### src/rtl/decode_ctrl_stage_pkg.sv
// Shared definitions for the decode/control stage: opcode and function
// constants, FSM state encoding and the registered control-bundle layout.
package decode_ctrl_stage_pkg;

  localparam logic [6:0] OPC_LUI    = 7'b0110111;
  localparam logic [6:0] OPC_AUIPC  = 7'b0010111;
  localparam logic [6:0] OPC_JAL    = 7'b1101111;
  localparam logic [6:0] OPC_JALR   = 7'b1100111;
  localparam logic [6:0] OPC_BRANCH = 7'b1100011;
  localparam logic [6:0] OPC_LOAD   = 7'b0000011;
  localparam logic [6:0] OPC_STORE  = 7'b0100011;
  localparam logic [6:0] OPC_OP_IMM = 7'b0010011;
  localparam logic [6:0] OPC_OP     = 7'b0110011;

  localparam logic [2:0] F3_LW  = 3'b010;
  localparam logic [2:0] F3_SW  = 3'b010;
  localparam logic [2:0] F3_SUB = 3'b000;
  localparam logic [6:0] F7_SUB = 7'b0100000;

  typedef enum logic {
    ST_RUN    = 1'b0,
    ST_BUBBLE = 1'b1
  } state_e;

  // Control bundle carried from decode to execute (PC and immediate travel
  // alongside in their own XLEN-wide registers).
  typedef struct packed {
    logic [4:0] rd;
    logic [4:0] rs1;
    logic [4:0] rs2;
    logic       lw_en;
    logic       sw_en;
    logic       sub_en;
    logic       wr_en;
    logic       offset_en;
    logic       jalr_en;
    logic       branch_en;
    logic       mux_sel;
    logic       illegal;
  } ctrl_t;

endpackage

### src/rtl/decode_ctrl_stage_imm_gen.sv
// Combinational RV32 immediate generator: picks the I/S/B/U/J layout from the
// opcode and sign-extends to XLEN. R-type and unknown opcodes yield zero.
module imm_gen
  import decode_ctrl_stage_pkg::*;
#(
  parameter int XLEN = 32
) (
  input  logic [XLEN-1:0] instr_i,
  output logic [XLEN-1:0] imm_o
);

  logic [31:0] ins;
  logic [31:0] imm32;

  assign ins = instr_i[31:0];

  // Immediate layout selected by opcode.
  always_comb begin
    imm32 = '0;
    case (ins[6:0])
      OPC_OP_IMM, OPC_LOAD, OPC_JALR:
        imm32 = {{20{ins[31]}}, ins[31:20]};
      OPC_STORE:
        imm32 = {{20{ins[31]}}, ins[31:25], ins[11:7]};
      OPC_BRANCH:
        imm32 = {{19{ins[31]}}, ins[31], ins[7], ins[30:25], ins[11:8], 1'b0};
      OPC_LUI, OPC_AUIPC:
        imm32 = {ins[31:12], 12'b0};
      OPC_JAL:
        imm32 = {{11{ins[31]}}, ins[31], ins[19:12], ins[20], ins[30:21], 1'b0};
      default:
        imm32 = '0;
    endcase
  end

  // Sign-extend the 32-bit immediate to the datapath width.
  assign imm_o = {{(XLEN-31){imm32[31]}}, imm32[30:0]};

endmodule

### src/rtl/decode_ctrl_stage.sv
// Registered RV32I decode/control stage between fetch and execute.
// Handshake: a transfer happens on a side when its valid and ready are both
// high at a rising clock edge; a held bundle (out_valid & ~out_ready) stays
// stable, and in_ready never depends on in_valid except through the hazard.
module decode_ctrl_stage
  import decode_ctrl_stage_pkg::*;
#(
  parameter int XLEN             = 32,
  parameter int LOAD_USE_BUBBLES = 1,
  parameter int CNT_W            = 16
) (
  input  logic             clk,
  input  logic             rst,
  input  logic             flush,
  input  logic             in_valid,
  output logic             in_ready,
  input  logic [XLEN-1:0]  in_instr,
  input  logic [XLEN-1:0]  in_pc,
  output logic             out_valid,
  input  logic             out_ready,
  output logic [XLEN-1:0]  out_pc,
  output logic [4:0]       out_rd,
  output logic [4:0]       out_rs1,
  output logic [4:0]       out_rs2,
  output logic [XLEN-1:0]  out_imm,
  output logic             lw_en,
  output logic             sw_en,
  output logic             sub_en,
  output logic             wr_en,
  output logic             offset_en,
  output logic             jalr_en,
  output logic             branch_en,
  output logic             mux_sel,
  output logic             illegal,
  output logic [CNT_W-1:0] stall_cnt,
  output logic             dbg_state
);

  localparam bit         INTERLOCK = (LOAD_USE_BUBBLES > 0);
  localparam logic [1:0] BUB_INIT  = 2'(LOAD_USE_BUBBLES - 1);

  state_e           state_q;
  logic [1:0]       bub_q;
  logic             valid_q;
  ctrl_t            ctrl_q;
  ctrl_t            dec;
  logic [XLEN-1:0]  pc_q;
  logic [XLEN-1:0]  imm_q;
  logic [XLEN-1:0]  imm_dec;
  logic [CNT_W-1:0] stall_q;
  logic [CNT_W-1:0] stall_d;
  logic             use_rs1;
  logic             use_rs2;
  logic             writes;
  logic             advance;
  logic             hazard;

  imm_gen #(.XLEN(XLEN)) u_imm_gen (
    .instr_i (in_instr),
    .imm_o   (imm_dec)
  );

  // Decode the incoming instruction into a control bundle and source usage.
  always_comb begin
    dec       = '0;
    dec.rd    = in_instr[11:7];
    dec.rs1   = in_instr[19:15];
    dec.rs2   = in_instr[24:20];
    use_rs1   = 1'b0;
    use_rs2   = 1'b0;
    writes    = 1'b0;
    case (in_instr[6:0])
      OPC_LUI, OPC_AUIPC: writes = 1'b1;
      OPC_JAL: begin
        writes        = 1'b1;
        dec.offset_en = 1'b1;
      end
      OPC_JALR: begin
        writes      = 1'b1;
        dec.jalr_en = 1'b1;
        use_rs1     = 1'b1;
      end
      OPC_BRANCH: begin
        dec.branch_en = 1'b1;
        use_rs1       = 1'b1;
        use_rs2       = 1'b1;
      end
      OPC_LOAD: begin
        writes    = 1'b1;
        dec.lw_en = (in_instr[14:12] == F3_LW);
        use_rs1   = 1'b1;
      end
      OPC_STORE: begin
        dec.sw_en = (in_instr[14:12] == F3_SW);
        use_rs1   = 1'b1;
        use_rs2   = 1'b1;
      end
      OPC_OP_IMM: begin
        writes  = 1'b1;
        use_rs1 = 1'b1;
      end
      OPC_OP: begin
        writes     = 1'b1;
        dec.sub_en = (in_instr[14:12] == F3_SUB) && (in_instr[31:25] == F7_SUB);
        use_rs1    = 1'b1;
        use_rs2    = 1'b1;
      end
      default: dec.illegal = 1'b1;
    endcase
    dec.wr_en   = writes && (dec.rd != 5'd0);
    dec.mux_sel = dec.offset_en | dec.jalr_en;
  end

  // Load-use detection against the load currently held in the output regs.
  always_comb begin
    advance = ~valid_q | out_ready;
    hazard  = INTERLOCK && valid_q && ctrl_q.lw_en && (ctrl_q.rd != 5'd0) && in_valid &&
              ((use_rs1 && (dec.rs1 == ctrl_q.rd)) || (use_rs2 && (dec.rs2 == ctrl_q.rd)));
    stall_d = (stall_q == '1) ? stall_q : stall_q + CNT_W'(1);
    in_ready = ~rst & (flush | ((state_q == ST_RUN) & advance & ~hazard));
  end

  // Stage FSM: RUN passes instructions, BUBBLE emits the remaining stall slots.
  always_ff @(posedge clk or posedge rst) begin
    if (rst) begin
      state_q <= ST_RUN;
      bub_q   <= 2'd0;
      valid_q <= 1'b0;
      ctrl_q  <= '0;
      pc_q    <= '0;
      imm_q   <= '0;
      stall_q <= '0;
    end else if (flush) begin
      state_q <= ST_RUN;
      bub_q   <= 2'd0;
      valid_q <= 1'b0;
    end else if (advance) begin
      case (state_q)
        ST_RUN: begin
          if (hazard) begin
            valid_q <= 1'b0;
            bub_q   <= BUB_INIT;
            stall_q <= stall_d;
            if (BUB_INIT != 2'd0) state_q <= ST_BUBBLE;
          end else begin
            valid_q <= in_valid;
            ctrl_q  <= dec;
            pc_q    <= in_pc;
            imm_q   <= imm_dec;
          end
        end
        ST_BUBBLE: begin
          valid_q <= 1'b0;
          stall_q <= stall_d;
          bub_q   <= bub_q - 2'd1;
          if (bub_q == 2'd1) state_q <= ST_RUN;
        end
        default: state_q <= ST_RUN;
      endcase
    end
  end

  assign out_valid = valid_q;
  assign out_pc    = pc_q;
  assign out_imm   = imm_q;
  assign out_rd    = ctrl_q.rd;
  assign out_rs1   = ctrl_q.rs1;
  assign out_rs2   = ctrl_q.rs2;
  assign lw_en     = ctrl_q.lw_en;
  assign sw_en     = ctrl_q.sw_en;
  assign sub_en    = ctrl_q.sub_en;
  assign wr_en     = ctrl_q.wr_en;
  assign offset_en = ctrl_q.offset_en;
  assign jalr_en   = ctrl_q.jalr_en;
  assign branch_en = ctrl_q.branch_en;
  assign mux_sel   = ctrl_q.mux_sel;
  assign illegal   = ctrl_q.illegal;
  assign stall_cnt = stall_q;
  assign dbg_state = state_q;

endmodule

### config.mk
export PLATFORM = sky130hd
export DESIGN_NAME = decode_ctrl_stage
export DESIGN_NICKNAME = d
export VERILOG_FILES = /design/src/rtl/decode_ctrl_stage_pkg.sv /design/src/rtl/decode_ctrl_stage_imm_gen.sv /design/src/rtl/decode_ctrl_stage.sv
export SDC_FILE = /design/constraint.sdc
export NUM_CORES = 1
export LEC_CHECK = 0
export BUFFER_PORTS_ARGS = -buffer_cell sky130_fd_sc_hd__buf_2
export CAP_MARGIN = 20
export CORE_MARGIN = 2
export CORE_UTILIZATION = 40
export DETAILED_ROUTE_END_ITERATION = 6
export PLACE_DENSITY = 0.75
export SLEW_MARGIN = 20
export SYNTH_ARGS = -nofsm -noshare
export SYNTH_HDL_FRONTEND = slang
export SYNTH_SLANG_ARGS = --single-unit
### constraint.sdc
create_clock -name clk -period 6.6 [get_ports clk]
set_input_delay 0.33 -clock clk [delete_from_list [all_inputs] [get_ports clk]]
set_output_delay 0.33 -clock clk [all_outputs]
set_load 0.01 [all_outputs]
## Word level (Yosys, flattened, before mapping)

Index checks and enable logic that the tools add are counted.

- Equal/unequal tests: 17
- $add $sub $neg: 2
- Reductions and logical operators: 22
- Bitwise logic cells: 11
- Mux-type cells: 26

Operator list:

| cell | count |
|---|---|
| one-hot mux 32 bit (5 select lines) | 1 |
| two-way mux 16 bit | 2 |
| one-hot mux 16 bit (2 select lines) | 1 |
| equality test 7 x 6 -> 1 bit, second input constant | 4 |
| equality test 7 bit, second input constant | 3 |
| two-way mux 1 bit | 17 |
| adder 16 x 1 -> 16 bit, second input constant | 1 |
| equality test 16 bit, second input constant | 1 |
| equality test 7 x 5 -> 1 bit, second input constant | 2 |
| equality test 5 bit | 2 |
| nonzero test 5 bit | 2 |
| OR reduction 9 bit | 1 |
| logical AND 1 bit | 8 |
| equality test 7 x 2 -> 1 bit, second input constant | 1 |
| OR reduction 7 bit | 1 |
| two-way mux 2 bit | 3 |
| OR reduction 3 bit | 2 |
| OR reduction 6 bit | 1 |
| inverter 1 bit | 5 |
| one-hot mux 2 bit (2 select lines) | 1 |
| AND reduction 4 bit | 1 |
| AND 1 bit | 3 |
| equality test 3 x 2 -> 1 bit, second input constant | 1 |
| zero test 3 bit | 1 |
| other kinds (11) | 13 |

- Bits of input ports: 69
- Bits in registers: 108

## Longest topological paths before layout

Gate-level depths: netlist of run 1.

- Depth in word-level cells: 10
- Gate-level depth with buffers: 10

## By module

From an unflattened synthesis of run 1, not the netlist that was laid out.

- Cells, all modules: 417
- Area, all modules: 5102.4 um^2

Modules (own cells, without submodules):

| module | cells each | area an instance (um^2) | times used |
|---|---|---|---|
| decode_ctrl_stage | 338 | 4555.6 | 1 |
| imm_gen | 79 | 546.8 | 1 |

## Least setup slack after synthesis of run 1

OpenSTA, ideal clock, no wires.

- Path kind: reg-to-reg
- Start: register ctrl_q (netlist bit out_rd[3])
- End: register ctrl_q (netlist bit out_rd[3])
- Setup slack: 4448 ps
- Cell stages (with the launch flop): 9
- Period minus slack after synthesis: 2152 ps
- Arrival time: 2027 ps
- Library setup time: 125 ps
- Data required time: 6475 ps
- Path through: dfrtp_1 -> xor2_1 -> nor4_1 -> nand4_1 -> a211o_2 -> nand2_1 -> buf_6 -> buf_6 -> mux2_2

- Cells in the longest elaborated chain, start to end: 6
- Elaborated cells between the ends (all ways): 11
- Those cells by class: eq/ne (2); bitwise (1); reduce/logical (8)

Ends and longest elaborated chain:

| item | line | source |
|---|---|---|
| start, declared | decode_ctrl_stage.sv:45 | `ctrl_t ctrl_q;` |
| start signal, assigned | decode_ctrl_stage.sv:129 | `ctrl_q <= '0;` |
| start signal, assigned | decode_ctrl_stage.sv:147 | `ctrl_q <= dec;` |
| equality test 5 bit or nonzero test 5 bit (tied branches) | decode_ctrl_stage.sv:118, decode_ctrl_stage.sv:117 |  |
| logical AND 1 bit (on tied branches) | decode_ctrl_stage.sv:118, decode_ctrl_stage.sv:117 |  |
| logical OR 1 bit or logical AND 1 bit (tied branches) | decode_ctrl_stage.sv:118, decode_ctrl_stage.sv:117 |  |
| logical AND 1 bit * | decode_ctrl_stage.sv:117 | `hazard = INTERLOCK && valid_q && ctrl_q.lw_en && (ctrl_q.rd != 5'd0) && in_valid &&` |
| inverter 1 bit (no source line) * | n/a |  |
| AND reduction 4 bit (no source line) * | n/a |  |

Mark *: on every way between the ends. The rest lies on a longest branch, timed or not.
A chain may end at the register's enable or synchronous reset.

## Worst setup path in the final report of run 1

- Start: register ctrl_q (netlist bit out_rd[1])
- End: register ctrl_q (netlist bit out_rd[2])

Same word-level chain as after synthesis.

==> flow_summary.rst, run 1 <==
.. list-table::
   :header-rows: 1

   * - Metric
     - Value
   * - Max stage delay on crit path
     - 0.68 ns
   * - Clock share of power
     - 0.382
   * - Syn. warnings
     - 0
   * - RSZ-0062 raised after global routing
     - no
   * - Min setup slack post-route
     - roughly 3.3 ns
   * - TritonCTS clock tree
     - built
   * - Class of the tightest hold or removal check
     - input port to asynchronous set/reset pin
   * - Multiplexer fraction of the synthesized cell area
     - 0.114
   * - Placed cell area
     - between 5000 and 6000 um2
   * - Avg Inst Size Synth
     - 11.5 um2
   * - Setup Crit Path Kind
     - flop to flop
   * - Element type at the critical path end
     - flop
   * - Max Root-Sink Buffers
     - 2
   * - Sequential share of power
     - 0.487
   * - All-Layer GR Usage
     - 0.186
   * - Leakage power total
     - 2.97 nW
   * - Adder-cell area share of the yosys netlist
     - 0.00518
   * - Total net switching power
     - around 0.00038 W
   * - Die W
     - ~110 um
   * - Final Max Tran Viols
     - 0
   * - Share of synthesized area occupied by flip-flops and latches
     - 0.560
   * - Cell Pwr Density
     - 249 nW/um2
   * - Net total in the final layout
     - 655
   * - Power Total
     - 0.00151 W
   * - Clock root cell
     - sky130_fd_sc_hd__clkbuf_16
   * - Final critical-path required period
     - 3.28 ns
   * - Internal power
     - 0.00113 W
   * - Summed area of non-filler cells in the final layout
     - 6070 um2
   * - Clock slew at the register clock pins of the worst setup and hold paths
     - 0.07 ns
   * - Count of input and output buffers
     - 175
   * - Area of combinational cells with multiple inputs
     - 1950 um2
   * - Chip height
     - 114 um
   * - Relative slew slack
     - 0.388
   * - Final worst path period share
     - 0.497
   * - Met1 Routed Length
     - 5240 um
   * - Pin count of the biggest net entering global routing
     - 76
   * - Hold_buf cts
     - 0
   * - Placeable core region
     - 11900 um2
   * - Total overflow reported by the global router
     - 0
   * - Number of nets in the synthesized netlist
     - 489
   * - Status
     - complete, but fails checks
   * - Total Routed Length
     - 11900 um
   * - Ant. Diodes
     - 0
   * - Setup Viol. Count Final
     - 0
   * - Biggest fanout along the worst timing path
     - 75
   * - Combinational group share of total power
     - 0.131
   * - Switching power share of the total
     - 0.250
   * - Peak ir drop on the vdd network
     - 0.114 mV
   * - Setup skew after layout
     - 0.00752 ns
   * - Synthesized-area fraction occupied by ao, oa, aoi and oai cells
     - 0.109
   * - Actual transition at the worst max-transition pin
     - 0.918 ns
   * - Via Count
     - 3748
   * - Synth Area in Simple Gates
     - 0.126
   * - Xor and xnor area share after synthesis
     - 0.0469
   * - Synth async-reset ratio
     - 1.00
   * - Highest layer used for signal routing
     - met4
   * - DRC violations left
     - 0
   * - Clock latency reported for the late side of the worst-skew pair
     - 0.35 ns
   * - Failing checks
     - hold timing
   * - Arrival time at the worst endpoint
     - 3.52 ns
   * - Filler cells
     - 1116
   * - Sum of met3 wire segment lengths after detailed routing
     - 853 um
   * - Highest attainable clock frequency
     - 305 MHz
   * - Final count of hold timing violations
     - 3
   * - Main combinational cell family by area after synthesis
     - simple AND/OR/NAND/NOR gates
   * - Violation count after the first detailed-routing iteration
     - about 180
   * - Initial standard-cell utilization of the core
     - 0.405
   * - Setup Slack @ Placement
     - 3.27 ns
   * - Area Growth Syn to Fin
     - 25.7%
   * - Routed wire per std cell
     - between 15 and 20 um
   * - Total clock buffers created by CTS
     - 9
   * - Vias per Instance
     - 5.10
   * - Initial antenna violation count
     - 0
   * - Required @ worst endpoint
     - 6.84 ns
   * - Number of flops mapped to enable cells by yosys
     - 0
   * - Via count of the first global-routing pass
     - 3727
   * - First-pass DRT Iterations
     - 4
   * - Yosys reg bits
     - 108
   * - CTS H-tree lvls
     - 3
   * - Kind of launch point of the worst setup path
     - flop
   * - Buffer count from post-CTS setup fixing
     - 0
   * - # Max-Cap Violations
     - 0
   * - Hold Slack
     - -0.00757 ns
   * - Number of gates resized after CTS
     - 0
   * - Sum of met2 wire segment lengths after detailed routing
     - 5640 um
   * - Area of the mapped netlist
     - 4830 um2
   * - Routability congestion estimate
     - 0.829
   * - Placed wire-length estimate after detailed placement
     - 8940 um
   * - Share of post-route cells with drive strength above 1
     - 0.366
   * - Cell with the biggest individual delay on the critical path
     - sky130_fd_sc_hd__buf_4
   * - Cell breakdown of the critical path
     - xor2_1 > nor4_1 > nand4_1 > a211o_2 > nand2_4 > buf_4 > mux2_2
   * - Total Negative Setup Slacks
     - 0 ns
   * - Die ar.
     - between 10000 and 15000 um2
   * - Synth Flop Type
     - sky130_fd_sc_hd__dfrtp_1
   * - Standard-cell row count
     - 40
   * - Synth cell types
     - 43
   * - Clock Sinks
     - 108
   * - Storage element area
     - 2700 um2
   * - Gate Count Post-Synth
     - 418
   * - I/O pin total
     - 176
   * - Wire length of the first global-routing pass
     - 18800 um
   * - Detail Route Antenna Nets
     - 0
worst max-delay path: cells and delay by family (launching register included):
kind | cells | cell delay (ns)
XOR/XNOR | 1 | 0.16
multiplexers | 1 | 0.41
flip-flops | 1 | 0.44
AO/OA/AOI/OAI | 1 | 0.42
buffers and inverters | 1 | 0.68
AND/OR/NAND/NOR | 3 | 1.03
kinds of logic (layout without fill, tap and decap cells):
kind of cell,count (synthesis),in the layout
simple gates,122,122
flops,108,108
compound gates,84,84
mux,49,49
buf+inv,28,198
xor+xnor,25,25
fa+ha+maj,2,2
power by group through the flow:
stage / Sequential [W] / Clock [W] / Combinational (W)
5_1_grt: 0.000741 / 0.000616 / 0.000219
3_5_place_dp: 0.000749 / 0 / 0.000201
6_report: 0.000736 / 0.000578 / 0.000197
2_1_floorplan: 0.000769 / 0 / 0.0000870
4_1_cts: 0.000737 / 0.000592 / 0.000201
3_3_place_gp: 0.000746 / 0 / 0.000196
sequential cells by signal, indices dropped and copies added, names as in the netlist:
signal,cells
sub_en,1
stall_cnt,16
dbg_state,1
bub_q,2
out_imm,32
jalr_en,1
wr_en,1
illegal,1
offset_en,1
out_rs1,5
out_pc,32
branch_en,1
out_rs2,5
out_valid,1
mux_sel,1
out_rd,5
lw_en,1
sw_en,1
metal layers:
layer | track usage | vias up
li1 | - | 1804
met1 | 0.243 | 1813
met2 | 0.296 | 115
met3 | 0.0499 | 16
met4 | 0.0707 | 0
met5 | 0 | -
final timing paths:
path / endpoint / start / slack [ns] / cells past startpoint
min reg2reg: branch_en / branch_en / 0.47 / 2
min in group clk: out_pc[30] / in_pc[30] / 0.19 / 2
max in group asynchronous: bub_q[1] / rst / 5.31 / 3
max reg2reg: out_rd[2] / out_rd[1] / 3.32 / 7
max: out_rd[2] / out_rd[1] / 3.32 / 7
min: stall_cnt[12] / rst / -0.008 / 2
cell usage in the layout, fill, tap and decap left out, drive strengths merged, types with 4 or more instances in the layout:
master	count
buf	178
dfrtp	108
nand2	61
mux2	49
o21ai	39
a21oi	26
xnor2	16
nor2	13
nand3	13
clkbuf	11
nand4	10
xor2	9
and2	6
inv	5
nor3	4
and3	4
a22oi	4
o31ai	4
per-stage QoR:
| step | instances | util | hold slack [ns] |
|---|---|---|---|
| 2_1_floorplan | 418 | - | 0.393 |
| 3_5_place_dp | 720 | 0.483 | 0.386 |
| 6_report | 735 | 0.510 | -0.00757 |
| 4_1_cts | 735 | 0.510 | 0.00405 |
| 3_3_place_gp | 720 | 0.483 | 0.374 |
| 5_1_grt | 735 | 0.510 | 0.0318 |
synthesized netlist by cell type (2+ instances only):
master	number	area, um2
sky130_fd_sc_hd__dfrtp_1	108	2700
sky130_fd_sc_hd__nand2_1	61	229
sky130_fd_sc_hd__mux2_1	43	484
sky130_fd_sc_hd__o21ai_0	36	180
sky130_fd_sc_hd__a21oi_1	25	125
sky130_fd_sc_hd__xnor2_1	15	131
sky130_fd_sc_hd__nor2_1	13	48.8
sky130_fd_sc_hd__buf_6	10	113
sky130_fd_sc_hd__nand4_1	9	56.3
sky130_fd_sc_hd__xor2_1	9	78.8
sky130_fd_sc_hd__nand3_1	7	35.0
sky130_fd_sc_hd__and2_1	6	37.5
sky130_fd_sc_hd__clkbuf_1	6	22.5
sky130_fd_sc_hd__mux2_2	6	67.6
sky130_fd_sc_hd__nand3_2	6	60.1
sky130_fd_sc_hd__inv_1	5	18.8
sky130_fd_sc_hd__a22oi_1	4	30.0
sky130_fd_sc_hd__and3_1	4	25.0
sky130_fd_sc_hd__nor3_1	4	20.0
sky130_fd_sc_hd__buf_1	3	11.3
sky130_fd_sc_hd__buf_2	3	15.0
sky130_fd_sc_hd__nor2b_1	3	18.8
sky130_fd_sc_hd__o21ai_1	3	15.0
sky130_fd_sc_hd__o31ai_1	3	22.5
sky130_fd_sc_hd__o41ai_2	3	48.8
sky130_fd_sc_hd__a21o_1	2	15.0
sky130_fd_sc_hd__and4_1	2	17.5
sky130_fd_sc_hd__ha_1	2	25.0
sky130_fd_sc_hd__nor4_1	2	12.5
sky130_fd_sc_hd__or4_1	2	15.0
area by class of cell:
type | count | area share
Multi-Input combinational cell | 282 | 0.321
Tap cell | 147 | 0.0303
Sequential cell | 108 | 0.445
Clock inverter | 4 | 0.0122
Clock buffer | 11 | 0.0400
Inverter | 5 | 0.00350
Timing Repair Buffer | 178 | 0.148
Power figures use the tool's default switching activity.
==> run 2: changes to the inputs <==
--- a/config.mk
+++ b/config.mk
@@ -10,7 +10,7 @@
 export CORE_MARGIN = 2
 export CORE_UTILIZATION = 40
 export DETAILED_ROUTE_END_ITERATION = 6
-export PLACE_DENSITY = 0.75
+export PLACE_DENSITY = 0.77
 export SLEW_MARGIN = 20
 export SYNTH_ARGS = -nofsm -noshare
 export SYNTH_HDL_FRONTEND = slang
==> constraint.sdc (replaced) <==
create_clock -name clk -period 2.9 [get_ports clk]
set_input_delay 0.145 -clock clk [delete_from_list [all_inputs] [get_ports clk]]
set_output_delay 0.145 -clock clk [all_outputs]
set_load 0.01 [all_outputs]
==> flow_summary.rst, run 2 (synthesis gave the netlist of run 1 again) <==
.. list-table::
   :header-rows: 1

   * - Metric
     - Value
   * - Via Count
     - 3807 (was 3748)
   * - Element type at the critical path end
     - output port (was flop)
   * - DRC violations left
     - 0 (unchanged)
   * - Peak ir drop on the vdd network
     - 0.321 mV (was 0.114 mV)
   * - Final critical-path required period
     - roughly 2.5 ns
   * - Required @ worst endpoint
     - 2.76 ns (was 6.84 ns)
   * - Biggest fanout along the worst timing path
     - 5 (was 75)
   * - Leakage power total
     - 3.01 nW (was 2.97 nW)
   * - CP startpoint
     - out_rd[1] (unchanged)
   * - Max Root-Sink Buffers
     - 2 (unchanged)
   * - Initial standard-cell utilization of the core
     - 0.405 (unchanged)
   * - Total overflow reported by the global router
     - 0 (unchanged)
   * - Chip height
     - 114 um (unchanged)
   * - Arrival time at the worst endpoint
     - 2.37 ns (was 3.52 ns)
   * - I/O pin total
     - 176 (unchanged)
   * - Standard-cell row count
     - 40 (unchanged)
   * - GR Layer Usage met2
     - 0.294 (was 0.296)
   * - Routed wire per std cell
     - 16.1 um (was 16.2 um)
   * - CTS H-tree lvls
     - 3 (unchanged)
   * - Highest attainable clock frequency
     - 398 MHz
   * - Clock Sinks
     - 108 (unchanged)
   * - Share of post-route cells with drive strength above 1
     - 0.367 (was 0.366)
   * - Final count of hold timing violations
     - 0 (was 3)
   * - Total Negative Setup Slacks
     - 0 ns (unchanged)
   * - Die ar.
     - 13000 um2 (unchanged)
   * - Via count of the first global-routing pass
     - 3687 (was 3727)
   * - First-pass DRT Iterations
     - 4 (unchanged)
   * - Violation count after the first detailed-routing iteration
     - 277 (was 175)
   * - Relative slew slack
     - 0.485 (was 0.388)
   * - Setup Crit Path Kind
     - flop to output port (was flop to flop)
   * - Die W
     - 114 um (unchanged)
   * - Busiest layer in global routing
     - met2 (unchanged)
   * - Status
     - completed (was complete, but fails checks)
   * - Crit path to
     - in_ready (was out_rd[2])
   * - Filler cells
     - 1104 (was 1116)
   * - Pin count of the biggest net entering global routing
     - 74 (was 76)
   * - Number of gates resized after CTS
     - 0 (unchanged)
   * - Wire length of the first global-routing pass
     - 18500 um (was 18800 um)
   * - Setup skew after layout
     - 0.00800 ns (was 0.00752 ns)
   * - Count of input and output buffers
     - 175 (unchanged)
   * - Commonest cells after routing, fill and taps aside
     - sky130_fd_sc_hd__buf_2, sky130_fd_sc_hd__dfrtp_1, sky130_fd_sc_hd__nand2_1 (unchanged)
   * - Placed wire-length estimate after detailed placement
     - 9010 um (was 8940 um)
   * - Area Growth Syn to Fin
     - 27.9% (was 25.7%)
   * - # Max-Cap Violations
     - 0 (unchanged)
   * - Total Routed Length
     - 12000 um (was 11900 um)
   * - FF-to-FF Start
     - out_rd[1] (unchanged)
   * - Vias per Instance
     - 5.13 (was 5.10)
   * - Worst r2r dst
     - out_rs2[2] (was out_rd[2])
   * - Kind of launch point of the worst setup path
     - flop (unchanged)
   * - Detail Route Antenna Nets
     - 0 (unchanged)
   * - Initial antenna violation count
     - 1 (was 0)
   * - TritonCTS clock tree
     - built (unchanged)
   * - Hold_buf cts
     - 3 (was 0)
   * - Final Max Tran Viols
     - 0 (unchanged)
   * - Register-to-Register Path Depth
     - 7 (unchanged)
   * - Cell Pwr Density
     - 559 nW/um2 (was 249 nW/um2)
   * - All-Layer GR Usage
     - 0.184 (was 0.186)
   * - Met3 Use GR
     - 0.0462 (was 0.0499)
   * - Clock slew at the register clock pins of the worst setup and hold paths
     - 0.07 ns (about the same)
   * - Most common cell after layout, fill and taps aside
     - sky130_fd_sc_hd__buf_2 (unchanged)
   * - Final worst path period share
     - 0.866
   * - Actual transition at the worst max-transition pin
     - 0.771 ns (was 0.918 ns)
   * - Clock latency reported for the late side of the worst-skew pair
     - 0.34 ns (was 0.35 ns)
   * - Buffer count from post-CTS setup fixing
     - 0 (unchanged)
   * - Total clock buffers created by CTS
     - 9 (unchanged)
   * - Clock root cell
     - sky130_fd_sc_hd__clkbuf_16 (unchanged)
   * - Setup Viol. Count Final
     - 0 (unchanged)
   * - Reg2Reg Setup Slack
     - 0.39 ns (was 3.32 ns)
   * - Net total in the final layout
     - 661 (was 655)
   * - RSZ-0062 raised after global routing
     - no (unchanged)
   * - Met1 global-route usage
     - 0.247 (was 0.243)
   * - Routability congestion estimate
     - 0.847 (was 0.829)
   * - Final Util
     - 0.518 (was 0.510)
   * - Class of the tightest hold or removal check
     - input port to flop (was input port to asynchronous set/reset pin)
   * - Placeable core region
     - 11900 um2 (unchanged)
run 2: cell count changes in the layout (fill, tap and decap cells not counted), sizes merged:
cell / before / now
dlygate4sd3: 0 / 3
diode: 0 / 1
clkinvlp: 0 / 1
inv: 5 / 4
buf: 178 / 181
run 2: worst min-delay path by stage:
stage               from           end  slack [ns]  cells after the start
5_1_grt        in_pc[22]    out_pc[22]        0.01                      2
3_5_place_dp         rst  stall_cnt[0]        0.34                      2
3_3_place_gp         rst  stall_cnt[1]        0.32                      2
6_report       in_pc[11]    out_pc[11]        0.02                      2
2_1_floorplan      flush      bub_q[1]        0.21                      1
4_1_cts        in_pc[23]    out_pc[23]       0.002                      2
run 2: area by class of cell:
cell class / count / area [um2] / share of cell area
flip-flops and latches: 108 / 2700 / 0.438
multi-input cells: 282 / 1950 / 0.315
repair buffers: 184 / 1000 / 0.162
clock buffers: 11 / 243 / 0.0393
well taps: 147 / 184 / 0.0298
clock inverters: 4 / 73.8 / 0.0120
inverters: 5 / 22.5 / 0.00365
diodes: 1 / 2.50 / 0.000405
run 2: critical path, stage by stage, from the launching register on:
cell,delay (ns)
sky130_fd_sc_hd__dfrtp_1,0.43
sky130_fd_sc_hd__xor2_1,0.17
sky130_fd_sc_hd__nor4_1,0.31
sky130_fd_sc_hd__nand4_1,0.15
sky130_fd_sc_hd__a211o_2,0.41
sky130_fd_sc_hd__and2_1,0.21
sky130_fd_sc_hd__a21oi_1,0.16
sky130_fd_sc_hd__nor2_1,0.05
sky130_fd_sc_hd__buf_2,0.13
run 2: layer usage:
metal / up-vias / share of wire
met5: - / 0
met4: 0 / 0.014
met3: 9 / 0.062
met2: 127 / 0.48
met1: 1861 / 0.44
li1: 1810 / -
run 2: power breakdown:
part,internal (W),switching (W)
Combinational,0.000209,0.000262
Sequential,0.00161,0.0000658
Clock,0.000777,0.000532
Total,0.00260,0.000860
run 2: per-stage QoR:
step           total power, W  setup WS, ns  area [um2]  instances  hold WS (ns)
2_1_floorplan         0.00195         0.748        4830        418         0.208
3_3_place_gp          0.00216         0.489        5830        723         0.319
3_5_place_dp          0.00218         0.386        5830        723         0.337
4_1_cts               0.00350         0.370        6170        741       0.00179
5_1_grt               0.00361         0.247        6170        741        0.0101
6_report              0.00346         0.389        6180        742        0.0161
==> run 3: changes to the inputs <==
--- a/config.mk
+++ b/config.mk
@@ -5,6 +5,7 @@
 export SDC_FILE = /design/constraint.sdc
 export NUM_CORES = 1
 export LEC_CHECK = 0
+export ABC_AREA = 1
 export BUFFER_PORTS_ARGS = -buffer_cell sky130_fd_sc_hd__buf_2
 export CAP_MARGIN = 20
 export CORE_MARGIN = 2
==> flow_summary.rst, run 3 <==
.. list-table::
   :header-rows: 1

   * - Metric
     - Value
   * - Standard-cell row count
     - 41 (was 40)
   * - Most frequent cell on the critical path
     - sky130_fd_sc_hd__nand2_1
   * - Max stage delay on crit path
     - 0.48 ns (was 0.43 ns)
   * - Wire length of the first global-routing pass
     - 22900 um (was 18500 um)
   * - Setup Crit Path Kind
     - flop to flop (was flop to output port)
   * - Routability congestion estimate
     - 0.870 (was 0.847)
   * - Synth Flop Type
     - sky130_fd_sc_hd__dfrtp_1 (unchanged)
   * - Cell breakdown of the critical path
     - inv_1 > nand2_1 > nand2_1 > a21oi_1 > nand3_1 > nand2_1 > nand2_4 > nand3_4 > buf_4 > nand2_1 > o21ai_1 (was xor2_1 > nor4_1 > nand4_1 > a211o_2 > and2_1 > a21oi_1 > nor2_1 > buf_2)
   * - Setup skew after layout
     - 0.00891 ns (was 0.00800 ns)
   * - Share of post-route cells with drive strength above 1
     - 0.260 (was 0.367)
   * - Buffer count from post-CTS setup fixing
     - 0 (unchanged)
   * - Initial antenna violation count
     - 1 (unchanged)
   * - RSZ-0062 raised after global routing
     - no (unchanged)
   * - Highest attainable clock frequency
     - 508 MHz (was 398 MHz)
   * - Sink of the worst hold path
     - out_pc[23] (was out_pc[11])
   * - I/O pin total
     - 176 (unchanged)
   * - Number of flops mapped to enable cells by yosys
     - 0 (unchanged)
   * - Area fraction of the dominant cell type after synthesis
     - 0.526 (was 0.560)
   * - Peak ir drop on the vdd network
     - 0.387 mV (was 0.321 mV)
   * - # Max-Cap Violations
     - 0 (unchanged)
   * - Hold_buf cts
     - 34 (was 3)
   * - Initial standard-cell utilization of the core
     - 0.409 (was 0.405)
   * - Final Max Tran Viols
     - 0 (unchanged)
   * - Via count of the first global-routing pass
     - 4542 (was 3687)
   * - Status
     - completed (unchanged)
   * - Clock root cell
     - sky130_fd_sc_hd__clkbuf_16 (unchanged)
   * - Commonest cells in the netlist
     - sky130_fd_sc_hd__nand2_1, sky130_fd_sc_hd__dfrtp_1, sky130_fd_sc_hd__o21ai_1 (was sky130_fd_sc_hd__dfrtp_1, sky130_fd_sc_hd__nand2_1, sky130_fd_sc_hd__mux2_1)
   * - Most common cell after layout, fill and taps aside
     - sky130_fd_sc_hd__nand2_1 (was sky130_fd_sc_hd__buf_2)
   * - Biggest fanout along the worst timing path
     - 56 (was 5)
   * - Placed wire-length estimate after detailed placement
     - 9740 um (was 9010 um)
   * - CTS H-tree lvls
     - 3 (unchanged)
   * - Final worst path period share
     - 0.679 (was 0.866)
   * - Reg2Reg Setup Slack
     - 0.93 ns (was 0.39 ns)
   * - All-Layer GR Usage
     - 0.207 (was 0.184)
   * - Detail Route Antenna Nets
     - 0 (unchanged)
   * - Element type at the critical path end
     - flop (was output port)
   * - Synth cell types
     - 31 (was 43)
   * - Arrival time at the worst endpoint
     - 2.24 ns (was 2.37 ns)
   * - Worst r2r dst
     - out_imm[7] (was out_rs2[2])
   * - Clock latency reported for the late side of the worst-skew pair
     - 0.35 ns (was 0.34 ns)
   * - Number of gates resized after CTS
     - 0 (unchanged)
   * - Final critical-path required period
     - 1.97 ns (was 2.51 ns)
   * - Kind of launch point of the worst setup path
     - flop (unchanged)
   * - Leading cell type by number of instances after synthesis
     - sky130_fd_sc_hd__nand2_1 (was sky130_fd_sc_hd__dfrtp_1)
   * - Class of the tightest hold or removal check
     - input port to flop (unchanged)
   * - TritonCTS clock tree
     - built (unchanged)
   * - Routed wire per std cell
     - 13.8 um (was 16.1 um)
   * - Violation count after the first detailed-routing iteration
     - 405 (was 277)
   * - Yosys reg bits
     - 108 (unchanged)
   * - Post-synth top area cell
     - sky130_fd_sc_hd__dfrtp_1 (unchanged)
   * - Filler cells
     - 1155 (was 1104)
   * - Relative slew slack
     - 0.377 (was 0.485)
   * - Largest cells by area after synthesis
     - sky130_fd_sc_hd__dfrtp_1, sky130_fd_sc_hd__nand2_1, sky130_fd_sc_hd__o21ai_1, sky130_fd_sc_hd__nand3_1, sky130_fd_sc_hd__buf_6 (was sky130_fd_sc_hd__dfrtp_1, sky130_fd_sc_hd__mux2_1, sky130_fd_sc_hd__nand2_1, sky130_fd_sc_hd__o21ai_0, sky130_fd_sc_hd__xnor2_1)
   * - Gate Count Post-Synth
     - 628 (was 418)
   * - Placeable core region
     - 12600 um2 (was 11900 um2)
   * - Chip height
     - 117 um (was 114 um)
   * - Leakage power total
     - 3.79 nW (was 3.01 nW)
   * - Total overflow reported by the global router
     - 0 (unchanged)
   * - Via Count
     - 4806 (was 3807)
   * - DRC violations left
     - 0 (unchanged)
   * - Max Root-Sink Buffers
     - 2 (unchanged)
   * - Cell Pwr Density
     - 492 nW/um2 (was 559 nW/um2)
   * - Die W
     - 117 um (was 114 um)
   * - Clock Sinks
     - 108 (unchanged)
   * - Area Growth Syn to Fin
     - 30.3% (was 27.9%)
   * - FF-to-FF Start
     - out_rd[0] (was out_rd[1])
   * - Total Routed Length
     - 13900 um (was 12000 um)
   * - Final Util
     - 0.533 (was 0.518)
   * - Final count of hold timing violations
     - 0 (unchanged)
   * - Avg Inst Size Synth
     - 8.18 um2 (was 11.5 um2)
   * - Pin count of the biggest net entering global routing
     - 73 (was 74)
   * - Commonest cells after routing, fill and taps aside
     - sky130_fd_sc_hd__nand2_1, sky130_fd_sc_hd__buf_2, sky130_fd_sc_hd__dfrtp_1 (was sky130_fd_sc_hd__buf_2, sky130_fd_sc_hd__dfrtp_1, sky130_fd_sc_hd__nand2_1)
   * - Clock slew at the register clock pins of the worst setup and hold paths
     - 0.07 ns (about the same)
   * - Instance count along the most critical hold path
     - 3 (was 2)
   * - Beginning of the worst hold path
     - in_pc[23] (was in_pc[11])
   * - Register-to-Register Path Depth
     - 11 (was 7)
   * - Summed area of non-filler cells in the final layout
     - 6700 um2 (was 6180 um2)
   * - Cell with the biggest individual delay on the critical path
     - sky130_fd_sc_hd__dfrtp_1 (unchanged)
   * - Required @ worst endpoint
     - 3.17 ns (was 2.76 ns)
   * - Number of nets in the synthesized netlist
     - 699 (was 489)
   * - Vias per Instance
     - 4.77 (was 5.13)
   * - Net total in the final layout
     - 903 (was 661)
   * - Area of the mapped netlist
     - 5140 um2 (was 4830 um2)
   * - Setup Viol. Count Final
     - 0 (unchanged)
   * - Actual transition at the worst max-transition pin
     - 0.935 ns (was 0.771 ns)
   * - Share of synthesized area occupied by flip-flops and latches
     - 0.526 (was 0.560)
   * - Total Negative Setup Slacks
     - 0 ns (unchanged)
   * - Total clock buffers created by CTS
     - 9 (unchanged)
   * - Syn. warnings
     - 0 (unchanged)
   * - Die ar.
     - 13800 um2 (was 13000 um2)
   * - Count of input and output buffers
     - 175 (unchanged)
   * - Placed cell area
     - 6100 um2 (was 5830 um2)
   * - First-pass DRT Iterations
     - 4 (unchanged)
   * - Synth async-reset ratio
     - 1.00 (unchanged)
run 3: cell types whose count changed after synthesis, moves of 6 or more:
cell / delta
sky130_fd_sc_hd__inv_1: +21
sky130_fd_sc_hd__mux2_2: -6
sky130_fd_sc_hd__nand3_1: +25
sky130_fd_sc_hd__mux2_1: -43
sky130_fd_sc_hd__and2_1: -6
sky130_fd_sc_hd__nor2_1: +11
sky130_fd_sc_hd__nand2_1: +241
sky130_fd_sc_hd__nand3_2: -6
sky130_fd_sc_hd__a21oi_1: -14
sky130_fd_sc_hd__o21ai_0: -33
sky130_fd_sc_hd__o21ai_1: +30
run 3: cell families (layout without fill, tap and decap cells):
logic type      after synthesis  after routing  share of synthesized area
compound gates               55             55                     0.0587
xor+xnor                     21             21                     0.0358
flops                       108            108                      0.526
buf+inv                      55            262                     0.0633
simple gates                387            387                      0.311
fa+ha+maj                     2              2                    0.00487
other cells                   0              1                          0
run 3: how the worst max path moves through the flow:
stage               cells past startpoint            to          from
CTS                                    11    out_imm[7]     out_rd[0]
global placement                       11       illegal     out_rd[0]
detailed placement                     11    out_imm[7]     out_rd[0]
global route                           11    out_imm[7]     out_rd[0]
finish                                 11    out_imm[7]     out_rd[0]
floorplan                              10  stall_cnt[4]  stall_cnt[0]
run 3: power breakdown:
part | switching (W) | internal (W)
combinational | 0.000301 | 0.000211
clock | 0.000537 | 0.000575
sequential | 0.0000654 | 0.00160
total | 0.000903 | 0.00239
run 3: layout make-up:
class | instances | area (um2) | share of cell area
Sequential cell | 108 | 2700 | 0.404
Multi-Input combinational cell | 465 | 2110 | 0.315
Timing Repair Buffer | 217 | 1290 | 0.192
Clock buffer | 10 | 229 | 0.0342
Tap cell | 172 | 215 | 0.0321
Inverter | 31 | 120 | 0.0179
Clock inverter | 4 | 27.5 | 0.00411
Antenna cell | 1 | 2.50 | 0.000374
run 3: routing by layer:
layer  routed length [um]  GRT usage  share of wire
met5                    0          0              0
met4                  260     0.0595          0.019
met3                  994     0.0574          0.071
met2                 6640      0.337           0.48
met1                 6050      0.271           0.43
run 3: worst max-delay path, delay by kind of cell, from the launching register on:
family	cells	cell delay (ns)
buffers and inverters	2	0.51
flip-flops	1	0.48
AND/OR/NAND/NOR	7	0.63
AO/OA/AOI/OAI	2	0.24
run 3: per-stage QoR:
stage	instances	power, W	setup WS [ns]	hold WS [ns]
floorplan	628	0.00197	1.11	0.212
global placement	959	0.00216	1.06	0.322
detailed placement	959	0.00217	0.969	0.319
CTS	1007	0.00333	0.936	0.00605
global route	1008	0.00346	0.722	0.0157
finish	1008	0.00329	0.932	0.0209
